[config.mk]
export PLATFORM = sky130hd
export DESIGN_NAME = instruction_fetch
export DESIGN_NICKNAME = d
export VERILOG_FILES = /design/src/rtl/instruction_fetch_pkg.sv /design/src/rtl/instruction_fetch_if_skid_buffer.sv /design/src/rtl/instruction_fetch.sv
export SDC_FILE = /design/constraint.sdc
export NUM_CORES = 1
export LEC_CHECK = 0
export CORE_MARGIN = 2
export CORE_UTILIZATION = 50
export CTS_BUF_LIST = sky130_fd_sc_hd__clkbuf_16
export DETAILED_ROUTE_END_ITERATION = 6
export PLACE_DENSITY = 0.73
export SYNTH_ARGS = -nofsm -noshare
export SYNTH_HDL_FRONTEND = slang
export SYNTH_SLANG_ARGS = --single-unit
[constraint.sdc]
create_clock -name clk -period 2.4 [get_ports clk]
set_input_delay 0.24 -clock clk [delete_from_list [all_inputs] [get_ports clk]]
set_output_delay 0.24 -clock clk [all_outputs]
set_load 0.005 [all_outputs]
[src/rtl/instruction_fetch_pkg.sv]
// Shared constants, IF/ID record type and PC helper for the fetch stage.
package instruction_fetch_pkg;

  localparam logic [31:0] INST_NOP         = 32'h0000_0013;
  localparam logic [31:0] DEFAULT_RESET_PC = 32'h0000_0000;

  typedef struct packed {
    logic [31:0] inst;
    logic [31:0] addr;
    logic        valid;
  } ifid_t;

  function automatic logic [31:0] pc_inc(input logic [31:0] pc);
    return pc + 32'd4;
  endfunction

endpackage

[src/rtl/instruction_fetch_if_skid_buffer.sv]
// One-entry parking register for a ROM response that arrives while decode is held.
// Clear beats load, load beats unload.
module if_skid_buffer (
  input  logic        clk,
  input  logic        rst_n,
  input  logic        i_load,
  input  logic        i_unload,
  input  logic        i_clear,
  input  logic [31:0] i_dat,
  input  logic [31:0] i_addr,
  output logic [31:0] o_dat,
  output logic [31:0] o_addr,
  output logic        o_full
);

  logic [31:0] r_dat;
  logic [31:0] r_addr;
  logic        r_full;

  always_ff @(posedge clk or negedge rst_n) begin
    if (!rst_n) begin
      r_dat  <= '0;
      r_addr <= '0;
      r_full <= 1'b0;
    end else if (i_clear) begin
      r_full <= 1'b0;
    end else if (i_load) begin
      r_dat  <= i_dat;
      r_addr <= i_addr;
      r_full <= 1'b1;
    end else if (i_unload) begin
      r_full <= 1'b0;
    end
  end

  assign o_dat  = r_dat;
  assign o_addr = r_addr;
  assign o_full = r_full;

endmodule

[src/rtl/instruction_fetch.sv]
// Fetch stage: owns the PC, fetches over a req/rvalid ROM handshake, drives IF/ID.
// FETCH_MISALIGN_EN: drop misaligned redirects and raise a sticky misalign_err.
module instruction_fetch
  import instruction_fetch_pkg::*;
#(
  parameter logic [31:0] RESET_PC = DEFAULT_RESET_PC,
  parameter logic [31:0] NOP_INST = INST_NOP
) (
  input  logic        clk,
  input  logic        rst_n,
  input  logic        jump_en,
  input  logic [31:0] jump_addr,
  input  logic        hold,
  output logic        rom_req,
  output logic [31:0] rom_addr,
  input  logic        rom_rvalid,
  input  logic [31:0] rom_rdata,
  output logic [31:0] inst,
  output logic [31:0] inst_addr,
  output logic        inst_valid,
  output logic        misalign_err
);

  localparam logic [1:0] ST_FETCH = 2'd0;
  localparam logic [1:0] ST_HELD  = 2'd1;
  localparam logic [1:0] ST_DROP  = 2'd2;

  localparam ifid_t BUBBLE = '{inst: NOP_INST, addr: 32'h0, valid: 1'b0};

  logic [1:0]  r_state, w_state_nxt;
  logic [31:0] r_pc, w_pc_nxt;
  ifid_t       r_ifid, w_ifid_nxt;
  // Gates rom_req for the first cycle after reset release.
  logic        r_active;

  logic        w_jump;
  logic [31:0] w_target;
  logic        w_req;
  logic        w_skid_load, w_skid_unload, w_skid_clear;
  logic [31:0] w_skid_dat, w_skid_addr;
  logic        w_skid_full;

`ifdef FETCH_MISALIGN_EN
  logic w_misalign;
  logic r_misalign_err;

  assign w_misalign = jump_en && (jump_addr[1:0] != 2'b00);
  assign w_jump     = jump_en && !w_misalign;
  assign w_target   = jump_addr;

  always_ff @(posedge clk or negedge rst_n) begin
    if (!rst_n)          r_misalign_err <= 1'b0;
    else if (w_misalign) r_misalign_err <= 1'b1;
  end
  assign misalign_err = r_misalign_err;
`else
  assign w_jump       = jump_en;
  assign w_target     = jump_addr & 32'hFFFF_FFFC;
  assign misalign_err = 1'b0;
`endif

  assign w_req    = r_active && (r_state == ST_FETCH);
  assign rom_req  = w_req;
  assign rom_addr = r_pc;

  if_skid_buffer u_skid (
    .clk      (clk),
    .rst_n    (rst_n),
    .i_load   (w_skid_load),
    .i_unload (w_skid_unload),
    .i_clear  (w_skid_clear),
    .i_dat    (rom_rdata),
    .i_addr   (r_pc),
    .o_dat    (w_skid_dat),
    .o_addr   (w_skid_addr),
    .o_full   (w_skid_full)
  );

  always_comb begin
    w_state_nxt   = r_state;
    w_pc_nxt      = r_pc;
    w_ifid_nxt    = r_ifid;
    w_skid_load   = 1'b0;
    w_skid_unload = 1'b0;
    w_skid_clear  = 1'b0;

    if (w_jump) begin
      w_pc_nxt     = w_target;
      w_ifid_nxt   = BUBBLE;
      w_skid_clear = 1'b1;
      case (r_state)
        ST_FETCH: w_state_nxt = (w_req && !rom_rvalid) ? ST_DROP : ST_FETCH;
        ST_DROP:  w_state_nxt = rom_rvalid ? ST_FETCH : ST_DROP;
        default:  w_state_nxt = ST_FETCH;
      endcase
    end else begin
      case (r_state)
        ST_FETCH: begin
          if (w_req && rom_rvalid) begin
            w_pc_nxt = pc_inc(r_pc);
            if (hold) begin
              w_skid_load = 1'b1;
              w_state_nxt = ST_HELD;
            end else begin
              w_ifid_nxt = '{inst: rom_rdata, addr: r_pc, valid: 1'b1};
            end
          end else if (!hold) begin
            w_ifid_nxt = BUBBLE;
          end
        end
        ST_HELD: begin
          if (!hold) begin
            w_ifid_nxt    = '{inst: w_skid_dat, addr: w_skid_addr, valid: w_skid_full};
            w_skid_unload = 1'b1;
            w_state_nxt   = ST_FETCH;
          end
        end
        ST_DROP: begin
          if (rom_rvalid) w_state_nxt = ST_FETCH;
          if (!hold)      w_ifid_nxt  = BUBBLE;
        end
        default: w_state_nxt = ST_FETCH;
      endcase
    end
  end

  always_ff @(posedge clk or negedge rst_n) begin
    if (!rst_n) begin
      r_state  <= ST_FETCH;
      r_pc     <= RESET_PC;
      r_ifid   <= BUBBLE;
      r_active <= 1'b0;
    end else begin
      r_state  <= w_state_nxt;
      r_pc     <= w_pc_nxt;
      r_ifid   <= w_ifid_nxt;
      r_active <= 1'b1;
    end
  end

  assign inst       = r_ifid.inst;
  assign inst_addr  = r_ifid.addr;
  assign inst_valid = r_ifid.valid;

endmodule
# After elaboration in Yosys (flattened, before gate mapping)
# Cells that the tools add are included.
# Widths: inputs -> output; s select.
dict set report word_totals {
  output_inout_bits 99
  register_bits 165
  elab_cells 60
}
dict set report op_classes {
  addsub 1
  n_reduce_logical 13
  eq_ne 7
  n_mux 29
  bitwise_logic 1
}
# cell n
set op_table {}
lappend op_table {{$mux 65} 5}
lappend op_table {{$pmux 65 s3} 1}
lappend op_table {{$mux 32} 3}
lappend op_table {{$add 32x3->32 const B} 1}
lappend op_table {{$mux 2} 7}
lappend op_table {{$mux 1} 11}
lappend op_table {{$ne 3x3->1 const B} 3}
lappend op_table {{$pmux 2 s3} 1}
lappend op_table {{$ne 4x4->1 const B} 1}
lappend op_table {{$pmux 2 s2} 1}
lappend op_table {{$reduce_and 2->1} 2}
lappend op_table {{$reduce_and 4->1} 1}
lappend op_table {{$reduce_bool 2->1} 2}
lappend op_table {{$reduce_bool 4->1} 1}
lappend op_table {{$logic_and 1x1->1} 3}
lappend op_table {{$ne 3x2->1 const B} 1}
lappend op_table {{$reduce_and 3->1} 1}
lappend op_table {{$reduce_bool 3->1} 1}
lappend op_table {{$eq 2x1->1 const B} 1}
lappend op_table {{$eq 2x2->1 const B} 1}
lappend op_table {{$logic_not 2->1} 1}
lappend op_table {{$logic_not 1->1} 1}
lappend op_table {{$not 1->1} 1}

# Depth between registers and ports, before layout
dict set report logic_depth {
  depth_word 8
  mapped_depth 9
  ltp_nobuf 6
}

# Cells and area by module
# Synthesis repeated with hierarchy kept, for this count alone.
dict set report hier_totals {
  hier_cells 927
  hier_area_um2 9464.1
}
# module cells_each seq_area_each_um2 n_inst area_each_um2
set modules_own_cells {}
lappend modules_own_cells {instruction_fetch 787 2456.1 1 6722.7}
lappend modules_own_cells {if_skid_buffer 140 1626.6 1 2741.4}

# Worst setup path before layout
# OpenSTA, ideal clock, no wires.
dict set report synth_timing {
  kind {register to register}
  startpoint {reg r_state[0]}
  endpoint {reg r_pc[25] (netlist: rom_addr[25])}
  path_stages_with_launch 8
  setup_ps 82
  arrival_time_ps 2103
  path_buffers 1
  slack_ps 215
  required_ps 2318
  cell_sequence {dfrtp_1 -> inv_1 -> ha_1 -> nand3_2 -> or4_1 -> clkbuf_1 -> or4_1 -> a31oi_1}
}
dict set report synth_via {
  elab_chain_len 5
  word_cells_on_any_way 6
  cone_classes {6 x reduce/logical}
}
# item line_no
set synth_lines {}
lappend synth_lines {{start, declared} instruction_fetch.sv:30} ;# logic [1:0] r_state, w_state_nxt;
lappend synth_lines {{start signal, assigned} instruction_fetch.sv:134} ;# r_state <= w_state_nxt;
lappend synth_lines {{$logic_not 2->1 *} {instruction_fetch.sv:62, instruction_fetch.sv:97}}
lappend synth_lines {{$logic_and 1x1->1} instruction_fetch.sv:62} ;# assign w_req = r_active && (r_state == ST_FETCH);
lappend synth_lines {{$logic_and 1x1->1} instruction_fetch.sv:99} ;# if (w_req && rom_rvalid) begin
lappend synth_lines {{$reduce_bool 2->1 (no source line)} --}
lappend synth_lines {{$reduce_and 2->1 (no source line) *} --}
lappend synth_lines {{end signal, assigned} instruction_fetch.sv:135} ;# r_pc <= w_pc_nxt;
lappend synth_lines {{end, declared} instruction_fetch.sv:31} ;# logic [31:0] r_pc, w_pc_nxt;
# Mark *: on every way between the ends. The rest lies on a longest branch, timed or not.
# A chain may end at the register's enable or synchronous reset.

# Worst setup path in the final report
dict set report layout_timing {
  startpoint {reg r_state[1]}
  endpoint {out rom_req}
}
dict set report layout_via {
  elab_chain_len 2
}
# item line_no
set layout_lines {}
lappend layout_lines {{$logic_not 2->1} instruction_fetch.sv:62}
lappend layout_lines {{$logic_and 1x1->1} instruction_fetch.sv:62}
lappend layout_lines {{end, declared} instruction_fetch.sv:14} ;# output logic rom_req,
# Every way passes these cells.

==> results.md <==
Power:
- For this design the static power due to leakage is 0.004681 uW.
- Cell internal power was estimated by the tool at 6109 uW.
- The share of total power dissipated in combinational logic is 25.4%.
- The total power per unit cell area is 723.2 nW/um2.
- The switching part of the total power is 29.52%.
- The power dissipated by switching net loads is 2559 uW.
- Sequential cells account for 40.7% of the total power.
- The worst-case vdd ir drop is 516.3 uV.
- The share of total power in the clock network is 33.9%.

Die:
- Row generation in the floorplan step produced 49 rows.
- Measured along the x axis, the die boundary spans 140.1 um.
- The initial cell density of the core is 51.18%.
- The die covers 19620 um2.
- The area inside the core boundary is 18090 um2.
- The chip height is 140.1 um.
- Pin placement for this block handled 168 I/O pins.

Logic synthesis:
- Sequential cells were found to cover 43.57% of the synthesized design area.
- The synthesized design contains 0 enable-type register cells.
- The number of unique standard cell types used by synthesis is 49.
- The flop and latch count out of synthesis is 161.
- In the synthesized netlist the dominant register cell turns out to be dfrtp_1.
- The fraction of registers with async set/reset is 100.0%.
- The average instance area after synthesis is 9.562 um2.
- The netlist area before placement is 9256 um2.
- The number of warnings issued by yosys is 0.
- The gate count after technology mapping is 968.

Clocking:
- No sink is reached through more buffers than the 2 on the longest clock path.
- The H-tree was split into 4 levels.
- The number of buffers inserted by post-CTS setup repair is 0.
- The tree is rooted in a clkbuf_16.
- The number of sinks on the clock net is 161.
- Clock-pin slew was measured on the worst setup and hold paths at 60 ps.
- The number of clock buffers inserted by TritonCTS is 17.
- The clock latency at the later pin of the worst-skew pair is 420 ps.
- The CTS tree is yes.

STA:
- The number of pins with negative max-slew slack in the final report is 0.
- The highest clock frequency the design can meet is 438.6 MHz.
- The final count of negative-setup-slack endpoints is 0.
- The setup clock skew after layout is 5.703 ps.
- After layout, the worst setup slack is 119.9 ps.
- The total count of hold-check failures in the final report was 0.
- The final critical-path share of the clock period is 95.01%.
- After routing, the total negative slack on setup checks comes to 0 ps.
- The worst-margin pin slew is 939.9 ps.
- The routed design could run at a clock period as short as 2280 ps.
- Headroom to the max-slew limit came out at 37.34%.
- Setup repair after global routing left no endpoint under its margin.

Final layout:
- The area occupied by registers is 4034 um2.
- The area of the multi-input gates is 4826 um2.
- The repair_antennas step left the layout with diodes totalling 0.
- The count of nets after finishing is 1176.
- The top cell types in the final layout, fill and taps aside, are 159 x clkdlybuf4s50_1, 157 x dfrtp_1, 135 x o21ai_0, 83 x nand2_1, 74 x a31oi_1.
- The ratio of cells with drive above 1 in the final layout is 15.16%.
- Leaving out fill and tap cells, the most frequent cell in the layout is clkdlybuf4s50_1.
- The number of filler instances in the final layout is 1454.
- The area added between synthesis and finish is 29.48%.

Global routing:
- For this run the aggregate overflow at the end of global routing stands at 0.
- The initial antenna violation count is 0.
- The first global-routing pass estimated 45730 um of wire.
- The combined global-route utilization of all metal layers is 28.88%.
- The via count of the first global-routing pass came to 8718.
- The maximum number of pins on one net before global-route repair is 127.

Worst hold path:
- Counting instances, the worst hold path has a depth of 3.
- The path type of the worst min-delay path is in -> reg.

Drt:
- The count of antenna-violating nets left after detailed routing is 0.
- After detailed routing, the total wire length is 28440 um.
- The average wire per cell in the routed design is 21.16 um.
- The vias after detailed routing is 8975.
- For this run, the detailed router's first-pass iteration total came to 7.
- In the routed design, unresolved DRC markers number 11.
- For this block, the initial DRC count from the detailed router was 986.
- The detailed-route vias per instance is 6.678.

Critical path:
- The worst setup path is launched from a flip-flop.
- The critical path is of the reg -> out type.
- The number of cell instances on the worst register-to-register path is 6.
- The library cell contributing the largest single delay on the critical path is clkdlybuf4s50_1.
- The worst path required time is 2160 ps.
- Data on the critical path arrives at its endpoint at 2040 ps.
- Along the worst path, the maximum fanout reaches 16.
- Traced cell by cell, the critical path runs through inv_1, ha_4, buf_6, and2_4, clkdlybuf4s50_1.
- STA classifies the critical path endpoint as a primary output.
- The largest single stage delay on the critical path is 500 ps.

Run status:
- The final reports fail on DRC.
- The run finished, with violations left.

Place:
- The routability-driven placement congestion ratio is 0.7727.
- The post-place setup slack is 93.20 ps.
- The count of buffers added on input and output ports is 162.
- The total half-perimeter wirelength after legalization and detailed placement is 17420 um.

Job:
- The total of max-cap violations is 0.
-- logic make-up after synthesis --
| group | share of synthesized area (%) |
|---|---|
| xor+xnor | 1.135 |
| flops | 43.57 |
| other cells | 0.08113 |
| mux | 7.772 |
| fa+ha+maj | 0.5407 |
| compound gates | 26.20 |
| simple gates | 15.75 |
| buf+inv | 4.961 |
-- worst max-delay path, delay by kind of cell, from the launching register on --
family	cells	cell delay, ps
and+or+nand+nor	1	180
buffers and inverters	3	820
DFF	1	380
adders and majority gates	1	240
-- path summary, 6_finish.rpt --
path                                   start       endpoint  slack [ps]
worst max-delay path              r_state[1]        rom_req         120
worst min-delay path                    hold  u_skid.o_full         300
worst max register to register    r_state[1]   rom_addr[27]         150
worst min register to register  inst_addr[1]   inst_addr[1]         490
max in group asynchronous              rst_n        inst[0]        1320
min in group asynchronous              rst_n       inst[20]         320
-- layout make-up --
type                            instances  area share, %
Clock inverter                         14          1.649
Sequential cell                       161          33.66
Timing Repair Buffer                  220          18.24
Tap cell                              229          2.391
Inverter                                8         0.2505
Clock buffer                           17          3.549
Multi-Input combinational cell        695          40.27
-- power groups by stage --
| stage | registers, uW | clock network [uW] | logic (uW) |
|---|---|---|---|
| after global placement | 3540 | 0 | 2100 |
| after CTS | 3520 | 2960 | 2180 |
| after floorplan | 3510 | 0 | 1240 |
| after global routing | 3590 | 3070 | 2400 |
| final | 3530 | 2940 | 2200 |
| after detailed placement | 3560 | 0 | 2160 |
-- registers in the layout, indices dropped and copies added (netlist names) --
signal / count
u_skid.o_addr: 30
rom_addr: 30
u_skid.o_full: 1
inst_valid: 1
inst_addr: 32
u_skid.o_dat: 32
r_state: 2
r_active: 1
inst: 32
-- stage by stage --
stage | hold WS, ps | cells | power [uW] | area [um2] | util, %
3_5_place_dp | 203.6 | 1311 | 5715 | 11330 | 62.66
3_3_place_gp | 201.5 | 1311 | 5641 | 11330 | 62.66
2_1_floorplan | -55.59 | 970 | 4746 | 9264 | -
4_1_cts | 284.0 | 1343 | 8657 | 11970 | 66.18
5_1_grt | 336.1 | 1344 | 9066 | 11990 | 66.27
6_report | 301.1 | 1344 | 8668 | 11990 | 66.27
-- cell usage after synthesis, drive strengths merged, types with 8 or more instances --
master	n	share of area, %
dfrtp	158	43
o21ai	135	7.3
clkbuf	95	3.9
nand2	83	3.4
a31oi	74	5.0
mux2	63	7.7
a22o	62	5.9
and4	61	5.8
a311oi	58	5.5
nor2	29	1.2
nand3	20	1.2
or4	16	1.3
buf	12	0.78
o31ai	12	0.97
nand4	9	0.61
or3	9	0.61
inv	8	0.32
-- what timing repair did --
| action | CTS | global route |
|---|---|---|
| resized for setup | 1 | 3 |
| cloned | 0 | 1 |
| pin swaps | 0 | 2 |
| hold buffers | 1 | 0 |
| hold endpoints to repair | 42 | 0 |
| endpoints found under the setup margin | 1 | 37 |
-- per-layer routing --
layer  global-route usage, %  vias to the layer above  wire (um)
li1                        -                     4052          -
met1                   38.73                     4450      12230
met2                   47.68                      433      13540
met3                   5.538                       40       2164
met4                   9.144                        0        503
met5                       0                        -          0
Note: power is estimated with default switching activity, not from simulation.
